--- config.mk ---
export PLATFORM = sky130hd
export DESIGN_NAME = salsa20_stream_xor
export DESIGN_NICKNAME = d
export VERILOG_FILES = /design/src/rtl/pkg_salsa.sv /design/src/rtl/salsa20_ks_buffer.sv /design/src/rtl/salsa20_stream_xor.sv
export SDC_FILE = /design/constraint.sdc
export NUM_CORES = 1
export LEC_CHECK = 0
export CAP_MARGIN = 20
export CORE_AREA = 4 4 533 535
export DETAILED_ROUTE_END_ITERATION = 6
export DIE_AREA = 0 0 537 539
export SETUP_SLACK_MARGIN = 0.5
export SLEW_MARGIN = 20
export SYNTH_ARGS = -nofsm -noshare
export SYNTH_HDL_FRONTEND = slang
export SYNTH_HIERARCHICAL = 1
export SYNTH_SLANG_ARGS = --single-unit
--- constraint.sdc ---
create_clock -name clk -period 28.7 [get_ports clk]
set_clock_uncertainty 0.15 [all_clocks]
set_input_delay 5.74 -clock clk [delete_from_list [all_inputs] [get_ports clk]]
set_output_delay 5.74 -clock clk [all_outputs]
set_load 0.03 [all_outputs]
--- src/rtl/pkg_salsa.sv ---
// Shared types and constants for the Salsa20 keystream XOR stage.
package pkg_salsa;

  typedef enum logic [1:0] {
    IDLE,
    REQ,
    WAIT,
    STREAM
  } salsa_xor_state_t;

  localparam int SALSA_BLOCK_BYTES     = 64;
  localparam int SALSA_WORDS_PER_BLOCK = 16;

  // Word index within a keystream block and the index of its final word.
  localparam int                WIDX_W    = $clog2(SALSA_WORDS_PER_BLOCK);
  localparam logic [WIDX_W-1:0] LAST_WIDX = WIDX_W'(SALSA_WORDS_PER_BLOCK - 1);

endpackage

--- src/rtl/salsa20_ks_buffer.sv ---
// Holds one captured 64-byte keystream block and returns the 32-bit
// little-endian word selected by the current word index.
module salsa20_ks_buffer
  import pkg_salsa::*;
(
  input  logic              clk,
  input  logic              capture,
  input  logic [7:0]        ks_block [0:SALSA_BLOCK_BYTES-1],
  input  logic [WIDX_W-1:0] widx,
  output logic [31:0]       ks_word
);

  logic [SALSA_BLOCK_BYTES*8-1:0] ks_q;
  logic [SALSA_BLOCK_BYTES*8-1:0] ks_d;

  // Load the whole block on capture, otherwise hold; byte i lands in bits [8i+7:8i].
  always_comb begin
    // NOTE: default assignment first so every path drives ks_d and no latch is inferred.
    ks_d = ks_q;
    if (capture) begin
      for (int i = 0; i < SALSA_BLOCK_BYTES; i++) begin
        ks_d[8*i +: 8] = ks_block[i];
      end
    end
  end

  // Capture register; contents are only read after a capture, so it needs no reset.
  always_ff @(posedge clk) begin
    // NOTE: data storage is left unreset; the FSM guarantees it is written before use.
    // NOTE: non-blocking assignment for all sequential state.
    ks_q <= ks_d;
  end

  // Word w is bytes {4w+3, 4w+2, 4w+1, 4w}, i.e. bits [32w+31:32w].
  assign ks_word = ks_q[{widx, 5'b0} +: 32];

endmodule

--- src/rtl/salsa20_stream_xor.sv ---
// Salsa20 keystream consumer: requests numbered keystream blocks from the core,
// captures them and XORs them into a 32-bit valid/ready stream.
module salsa20_stream_xor
  import pkg_salsa::*;
(
  input  logic         clk,
  input  logic         rst,
  input  logic         cfg_load,
  input  logic         cfg_keylength,
  input  logic [3:0]   cfg_rounds,
  input  logic [255:0] cfg_key,
  input  logic [63:0]  cfg_nonce,
  input  logic [63:0]  cfg_blkid,
  output logic         ks_start,
  output logic         ks_keylength,
  output logic [3:0]   ks_rounds,
  output logic [255:0] ks_key,
  output logic [63:0]  ks_nonce,
  output logic [63:0]  ks_blkid,
  input  logic         ks_valid,
  input  logic [7:0]   ks_block [0:SALSA_BLOCK_BYTES-1],
  input  logic [31:0]  s_data,
  input  logic         s_valid,
  input  logic         s_last,
  output logic         s_ready,
  output logic [31:0]  m_data,
  output logic         m_valid,
  output logic         m_last,
  input  logic         m_ready,
  output logic         busy,
  output logic         ctr_wrap
);

  salsa_xor_state_t  state_q, state_d;
  logic              keylength_q, keylength_d;
  logic [3:0]        rounds_q, rounds_d;
  logic [255:0]      key_q, key_d;
  logic [63:0]       nonce_q, nonce_d;
  logic [63:0]       blkid_q, blkid_d;
  logic              start_q, start_d;
  logic [WIDX_W-1:0] widx_q, widx_d;
  logic [31:0]       m_data_q, m_data_d;
  logic              m_valid_q, m_valid_d;
  logic              m_last_q, m_last_d;
  logic              ctr_wrap_q, ctr_wrap_d;

  logic        s_fire;
  logic        blk_done;
  logic        capture;
  logic [31:0] ks_word;

  salsa20_ks_buffer u_ks_buffer (
    .clk      (clk),
    .capture  (capture),
    .ks_block (ks_block),
    .widx     (widx_q),
    .ks_word  (ks_word)
  );

  // Input is accepted only while streaming and the output register can take a word.
  assign s_ready  = (state_q == STREAM) && (!m_valid_q || m_ready);
  assign s_fire   = s_valid && s_ready;
  assign blk_done = s_fire && (s_last || (widx_q == LAST_WIDX));
  assign capture  = (state_q == WAIT) && ks_valid && !cfg_load;

  // Next-state, block-counter and output-register logic; cfg_load is applied last so it wins.
  always_comb begin
    state_d     = state_q;
    keylength_d = keylength_q;
    rounds_d    = rounds_q;
    key_d       = key_q;
    nonce_d     = nonce_q;
    blkid_d     = blkid_q;
    widx_d      = widx_q;
    m_data_d    = m_data_q;
    m_valid_d   = m_valid_q;
    m_last_d    = m_last_q;
    ctr_wrap_d  = ctr_wrap_q;

    unique case (state_q)
      IDLE:   state_d = IDLE;
      // Leave once the single request pulse has been presented to the core.
      REQ:    if (start_q) state_d = WAIT;
      WAIT:   if (ks_valid) state_d = STREAM;
      STREAM: begin
        if (s_fire) begin
          widx_d = widx_q + 1'b1;
          if (blk_done) begin
            // Leftover words of this block are dropped; the next block is always fresh.
            widx_d  = '0;
            blkid_d = blkid_q + 64'd1;
            if (blkid_q == '1) ctr_wrap_d = 1'b1;
            state_d = REQ;
          end
        end
      end
      default: state_d = IDLE;
    endcase

    if (s_fire) begin
      m_data_d  = s_data ^ ks_word;
      m_last_d  = s_last;
      m_valid_d = 1'b1;
    end else if (m_ready) begin
      m_valid_d = 1'b0;
    end

    if (cfg_load) begin
      keylength_d = cfg_keylength;
      rounds_d    = cfg_rounds;
      key_d       = cfg_key;
      nonce_d     = cfg_nonce;
      blkid_d     = cfg_blkid;
      widx_d      = '0;
      ctr_wrap_d  = 1'b0;
      m_valid_d   = 1'b0;
      state_d     = REQ;
    end

    // A request pulse accompanies every entry into REQ but never repeats back to back.
    start_d = (state_d == REQ) && !start_q;
  end

  // State and output registers with synchronous reset.
  always_ff @(posedge clk) begin
    if (rst) begin
      state_q     <= IDLE;
      keylength_q <= 1'b0;
      rounds_q    <= '0;
      key_q       <= '0;
      nonce_q     <= '0;
      blkid_q     <= '0;
      start_q     <= 1'b0;
      widx_q      <= '0;
      m_data_q    <= '0;
      m_valid_q   <= 1'b0;
      m_last_q    <= 1'b0;
      ctr_wrap_q  <= 1'b0;
    end else begin
      state_q     <= state_d;
      keylength_q <= keylength_d;
      rounds_q    <= rounds_d;
      key_q       <= key_d;
      nonce_q     <= nonce_d;
      blkid_q     <= blkid_d;
      start_q     <= start_d;
      widx_q      <= widx_d;
      m_data_q    <= m_data_d;
      m_valid_q   <= m_valid_d;
      m_last_q    <= m_last_d;
      ctr_wrap_q  <= ctr_wrap_d;
    end
  end

  assign ks_start     = start_q;
  assign ks_keylength = keylength_q;
  assign ks_rounds    = rounds_q;
  assign ks_key       = key_q;
  assign ks_nonce     = nonce_q;
  assign ks_blkid     = blkid_q;
  assign m_data       = m_data_q;
  assign m_valid      = m_valid_q;
  assign m_last       = m_last_q;
  assign busy         = (state_q == REQ) || (state_q == WAIT);
  assign ctr_wrap     = ctr_wrap_q;

endmodule

=== After elaboration in Yosys (flattened, before gate mapping) ===
Cells that the tools add are included.

* Reduce and logical (&&, ||, !) cells: 21
* Muxes and demuxes: 13
* Add/sub/neg operators: 2
* Bitwise logic cells: 1
* Shift operators: 1
* Eq/ne operators: 6

{| class="wikitable"
|+ Operator list
! kind !! count
|-
| $shiftx A512 B10 Y32 || 1
|-
| $mux W64 || 4
|-
| $add A64 B1 Y64 const B || 1
|-
| $eq A64 B64 Y1 const B || 1
|-
| $xor A32 B32 Y32 || 1
|-
| $mux W2 || 5
|-
| $pmux W2 S4 || 1
|-
| $reduce_bool A2 Y1 || 4
|-
| $logic_and A1 B1 Y1 || 6
|-
| $add A4 B1 Y4 const B || 1
|-
| $eq A2 B1 Y1 const B || 2
|-
| $eq A2 B2 Y1 const B || 2
|-
| $eq A4 B4 Y1 const B || 1
|-
| $mux W4 || 1
|-
| $reduce_and A4 Y1 || 1
|-
| $logic_not A1 Y1 || 3
|-
| $logic_or A1 B1 Y1 || 3
|-
| $reduce_and A3 Y1 || 1
|-
| $logic_not A2 Y1 || 1
|-
| $mux W1 || 2
|-
| $reduce_and A2 Y1 || 1
|-
| $reduce_or A2 Y1 || 1
|}

* Register bits: 943
* Logic and storage cells: 57
* Output and inout bits: 427

=== Depth between registers and ports, before layout ===
* Depth in word-level cells: 11
* Mapped depth: 8
* Gate-level depth less buffers: 7

=== By module ===
The synthesis kept the hierarchy.

{| class="wikitable"
|+ Modules (own cells, without submodules)
! module !! instances !! area each (µm²) !! cells each
|-
| salsa20_ks_buffer || 1 || 19,103.3 || 783
|-
| salsa20_stream_xor || 1 || 17,138.9 || 1,764
|}

=== Worst setup path before layout ===
Ideal clock, no wire load.

* Path kind: input-to-reg
* Start: input port cfg_load
* End: register u_ks_buffer.ks_q[0] (enable)
* Library setup time: 1,403 ps
* Path buffers: 3
* Stages on the path: 4
* Data arrival time: 27,597 ps
* Setup slack: -450 ps
* Cells stage by stage: clkbuf_1 clkbuf_1 buf_1 nor2_1

* Word-level cells in the longest chain between the ends: 2

{| class="wikitable"
|+ RTL lines
! element !! RTL line !! RTL
|-
| from (decl) || salsa20_stream_xor.sv:8 || <nowiki>input logic cfg_load,</nowiki>
|-
| $logic_not A1 Y1 || salsa20_stream_xor.sv:64 || <nowiki>assign capture = (state_q == WAIT) && ks_valid && !cfg_load;</nowiki>
|-
| $logic_and A1 B1 Y1 || salsa20_stream_xor.sv:64 ||
|-
| net capture || salsa20_stream_xor.sv:49 || <nowiki>logic capture;</nowiki>
|-
| to (signal assigned) || salsa20_ks_buffer.sv:31 || <nowiki>ks_q <= ks_d;</nowiki>
|-
| to (decl) || salsa20_ks_buffer.sv:13 || <nowiki>logic [SALSA_BLOCK_BYTES*8-1:0] ks_q;</nowiki>
|}

The timed path passes the listed nets, and every way through them passes these cells.
A chain may end at the register's enable or synchronous reset.

=== Worst setup path in the final report ===
* Start: input port m_ready
* End: output port s_ready

* Word-level cells in the longest chain between the ends: 2

{| class="wikitable"
|+ RTL lines
! element !! RTL line !! RTL
|-
| from (decl) || salsa20_stream_xor.sv:29 || <nowiki>input logic m_ready,</nowiki>
|-
| $logic_or A1 B1 Y1 || salsa20_stream_xor.sv:61 || <nowiki>assign s_ready = (state_q == STREAM) && (!m_valid_q || m_ready);</nowiki>
|-
| $logic_and A1 B1 Y1 || salsa20_stream_xor.sv:61 ||
|-
| to (decl) || salsa20_stream_xor.sv:25 || <nowiki>output logic s_ready,</nowiki>
|}

No other way between the ends.

==> flow_metrics.py <==
metrics = {
    "logic_synthesis": {
        "synth_edf_count": 512,
        "avgSynthCellArea_um2": 14.23,
        "syn_area_mm2": 0.03624,
        "ys_types": 54,
        "synth.area.top_cells": "edfxtp_1, dfxtp_1, mux2i_1",
        "yosysMostFrequentCell": "edfxtp_1",
        "synth_common_cells": "edfxtp_1, dfxtp_1, nor2_1",
        "syn_inst": 2547,
        "yosysTopAreaCell": "edfxtp_1",
        "synth_flop_cell": "edfxtp_1",
        "synth_seq_cells": 943,
        "async_flop_share": 0,
        "synth.top_cell.area_share": 0.4242,
        "syn_nets": 3495,
        "seq_area_frac_synth": 0.6623,
        "ys_warn_count": 6,
    },
    "setup_path": {
        "critPathArrivalTime_ns": 7.27,
        "cp-startpoint": "m_ready",
        "path_max_fanout": 3,
        "cp_cell_sequence": "clkdlybuf4s50_1 -> nand2b_1 -> and2_1 -> clkdlybuf4s50_1",
        "path_class": "input port to output port",
        "cpPeakStageDelay_ns": 0.69,
        "cp_slowest_cell": "clkdlybuf4s50_1",
        "end_kind": "output port",
        "r2r-start": "state_q[1]",
        "r2r.worst_path.cells": 8,
        "cp.required_ns": 22.81,
        "r2r_slack_ns": 22.49,
        "critPathCapture": "s_ready",
        "critPathLaunchType": "input port",
        "cp_common_cell": "clkdlybuf4s50_1",
        "r2r_end": "u_ks_buffer/ks_q[260]",
    },
    "timing": {
        "hold_viol": 0,
        "finalSetupViolCount": 0,
        "worstMarginPinSlew_ns": 1.168,
        "finalHoldWorstSlack_ns": 0.3204,
        "max_slew_margin": 0.2216,
        "period_needed_ns": 13.16,
        "period_share": 0.4585,
        "fin_ws_ns": 15.54,
        "timing.fmax_mhz": 75.99,
        "slew_viol_final": 0,
        "rsz0062_at_grt": "false",
        "setup-tns-final_ns": 0,
    },
    "routing": {
        "avgViaCountPerCell": 3.588,
        "routed_wl_mm": 218.6,
        "first_iter_violations": 2008,
        "firstDrtPassIters": 6,
        "vias": 27820,
        "drc_errors": 0,
        "drt.antenna.violating_nets": 0,
        "wire_per_inst_um": 28.20,
    },
    "finish": {
        "final_cells": 7753,
        "area_delta_synth_final_pct": 60.49,
        "drive_gt1_frac": 0.09043,
        "nets": 4860,
    },
    "cts": {
        "clk_pin_slew_worst_paths_ns": 0.05,
        "root_buffer": "clkbuf_16",
        "hold_buffers": 0,
        "cts_buffers": 115,
        "clock_path_buffers": 4,
        "cts_tree": "built",
        "htreeDepth": 3,
        "worstSkewPairLatency_ns": 0.82,
        "postCtsSetupBuffers": 0,
        "clock-sinks": 943,
        "cts_resized": 0,
    },
    "run": {
        "maxCapViolations": 0,
    },
    "placement": {
        "dp_hpwl_mm": 180.9,
        "dp_slack_ns": 15.55,
        "io_buffers": 1366,
        "gp_congestion": 0.9358,
        "placed_cells": 7519,
    },
    "hold_path": {
        "min_path_type": "flop to flop",
        "hold_start": "m_last",
    },
    "outcome": {
        "status": "completed",
    },
    "floorplan": {
        "die_area_mm2": 0.2894,
        "chipHeight_um": 539,
        "pin_count": 1367,
        "row_count": 194,
        "coreArea_mm2": 0.2789,
        "start_util": 0.1299,
        "die_w_um": 537,
    },
    "global_route": {
        "grt_antenna_before_repair": 102,
        "met3_usage": 0.06612,
        "track_usage": 0.1437,
        "grt_pass1_wl_mm": 277.2,
        "met2_usage": 0.2406,
        "grt_max_degree": 154,
        "grt_overflow": 0,
        "grt-busiest-layer": "met2",
        "use_met1": 0.1556,
        "grt_pass1_vias": 28250,
    },
    "pwr": {
        "powerDensity_mw_per_mm2": 58.15,
        "p_leak_nw": 19.64,
        "ir_drop_mv": 0.05053,
    },
}
==> report_power, final <==
part | internal [mW] | leakage [nW] | total, mW | switching [mW]
registers | 1.45 | 8.16 | 1.48 | 0.0276
clock network | 0.873 | 1.84 | 1.48 | 0.612
logic | 0.202 | 9.65 | 0.415 | 0.213
total | 2.53 | 19.6 | 3.38 | 0.853
==> routing by layer <==
metal	vias up	wire [um]	share of wire
met5	-	207	0.00095
met4	32	10630	0.049
met3	368	25400	0.12
met2	1517	102700	0.47
met1	13550	79690	0.36
li1	12360	-	-
==> flip-flops by register name, indices dropped and copies added, names as in the netlist <==
signal	cells
ctr_wrap	1
ks_start	1
ks_keylength	1
ks_blkid	64
m_last	1
m_data	32
u_ks_buffer/ks_q	512
m_valid	1
widx_q	4
ks_nonce	64
ks_rounds	4
ks_key	256
state_q	2
==> cells by family after synthesis <==
logic type,Yosys count,synth area share
compound gates,216,0.04543
xor+xnor,60,0.01450
fa+ha+maj,8,0.002762
buf+inv,180,0.02058
flops,943,0.6623
mux,454,0.1696
simple gates,686,0.08486
==> placed cells by master, fill, tap and decap left out, types with 6 or more instances in the layout <==
cell type	count
mux2i_1	326
nor4_1	29
a211oi_1	58
and3_1	15
buf_4	41
dfxtp_1	429
nand3_1	27
nor2_1	414
a22oi_1	64
nor3_1	12
nor2b_1	8
bufinv_16	12
o21a_1	7
a21oi_1	8
and2_1	11
clkbuf_1	21
a2111oi_0	8
diode_2	26
xnor2_1	44
clkdlybuf4s50_1	1364
mux4_2	128
a31oi_1	6
o21ai_0	11
clkinv_1	16
edfxtp_1	512
nand2_1	80
or3_1	10
and4_1	15
clkbuf_16	117
clkbuf_8	7
or4_1	8
clkinv_2	14
clkinvlp_4	7
xor2_1	16
inv_6	9
a311oi_1	17
nand4_1	34
o31ai_1	6
ha_1	8
inv_1	18
==> stage by stage <==
step,area (um^2),total power [mW],utilization
after global routing,58150,3.507,0.2085
after global placement,54320,1.925,0.1948
final,58160,3.382,0.2086
after floorplan,36240,1.643,-
after detailed placement,54320,1.927,0.1948
after CTS,58100,3.439,0.2083
==> worst max-delay path, delay by kind of cell <==
kind / cells / cell delay [ns]
AND/OR/NAND/NOR: 2 / 0.32
buffers and inverters: 2 / 1.20
==> worst min path at each step <==
stage	slack (ns)	cells after the start	endpoint
detailed placement	0.31	2	m_last
finish	0.32	2	m_last
global route	0.36	2	ks_key[28]
CTS	0.32	2	m_last
global placement	0.30	2	m_last
floorplan	0.32	2	widx_q[1]
==> layout make-up <==
cell class	instances	area (um^2)
Fill cell	29650	220700
Multi-Input combinational cell	1424	11540
Antenna cell	26	65.06
Tap cell	3724	4659
Clock inverter	63	679.4
Inverter	19	71.32
Clock buffer	145	3103
Timing Repair Buffer	1409	14030
Sequential cell	943	24010
(Power assumes the default switching activity.)
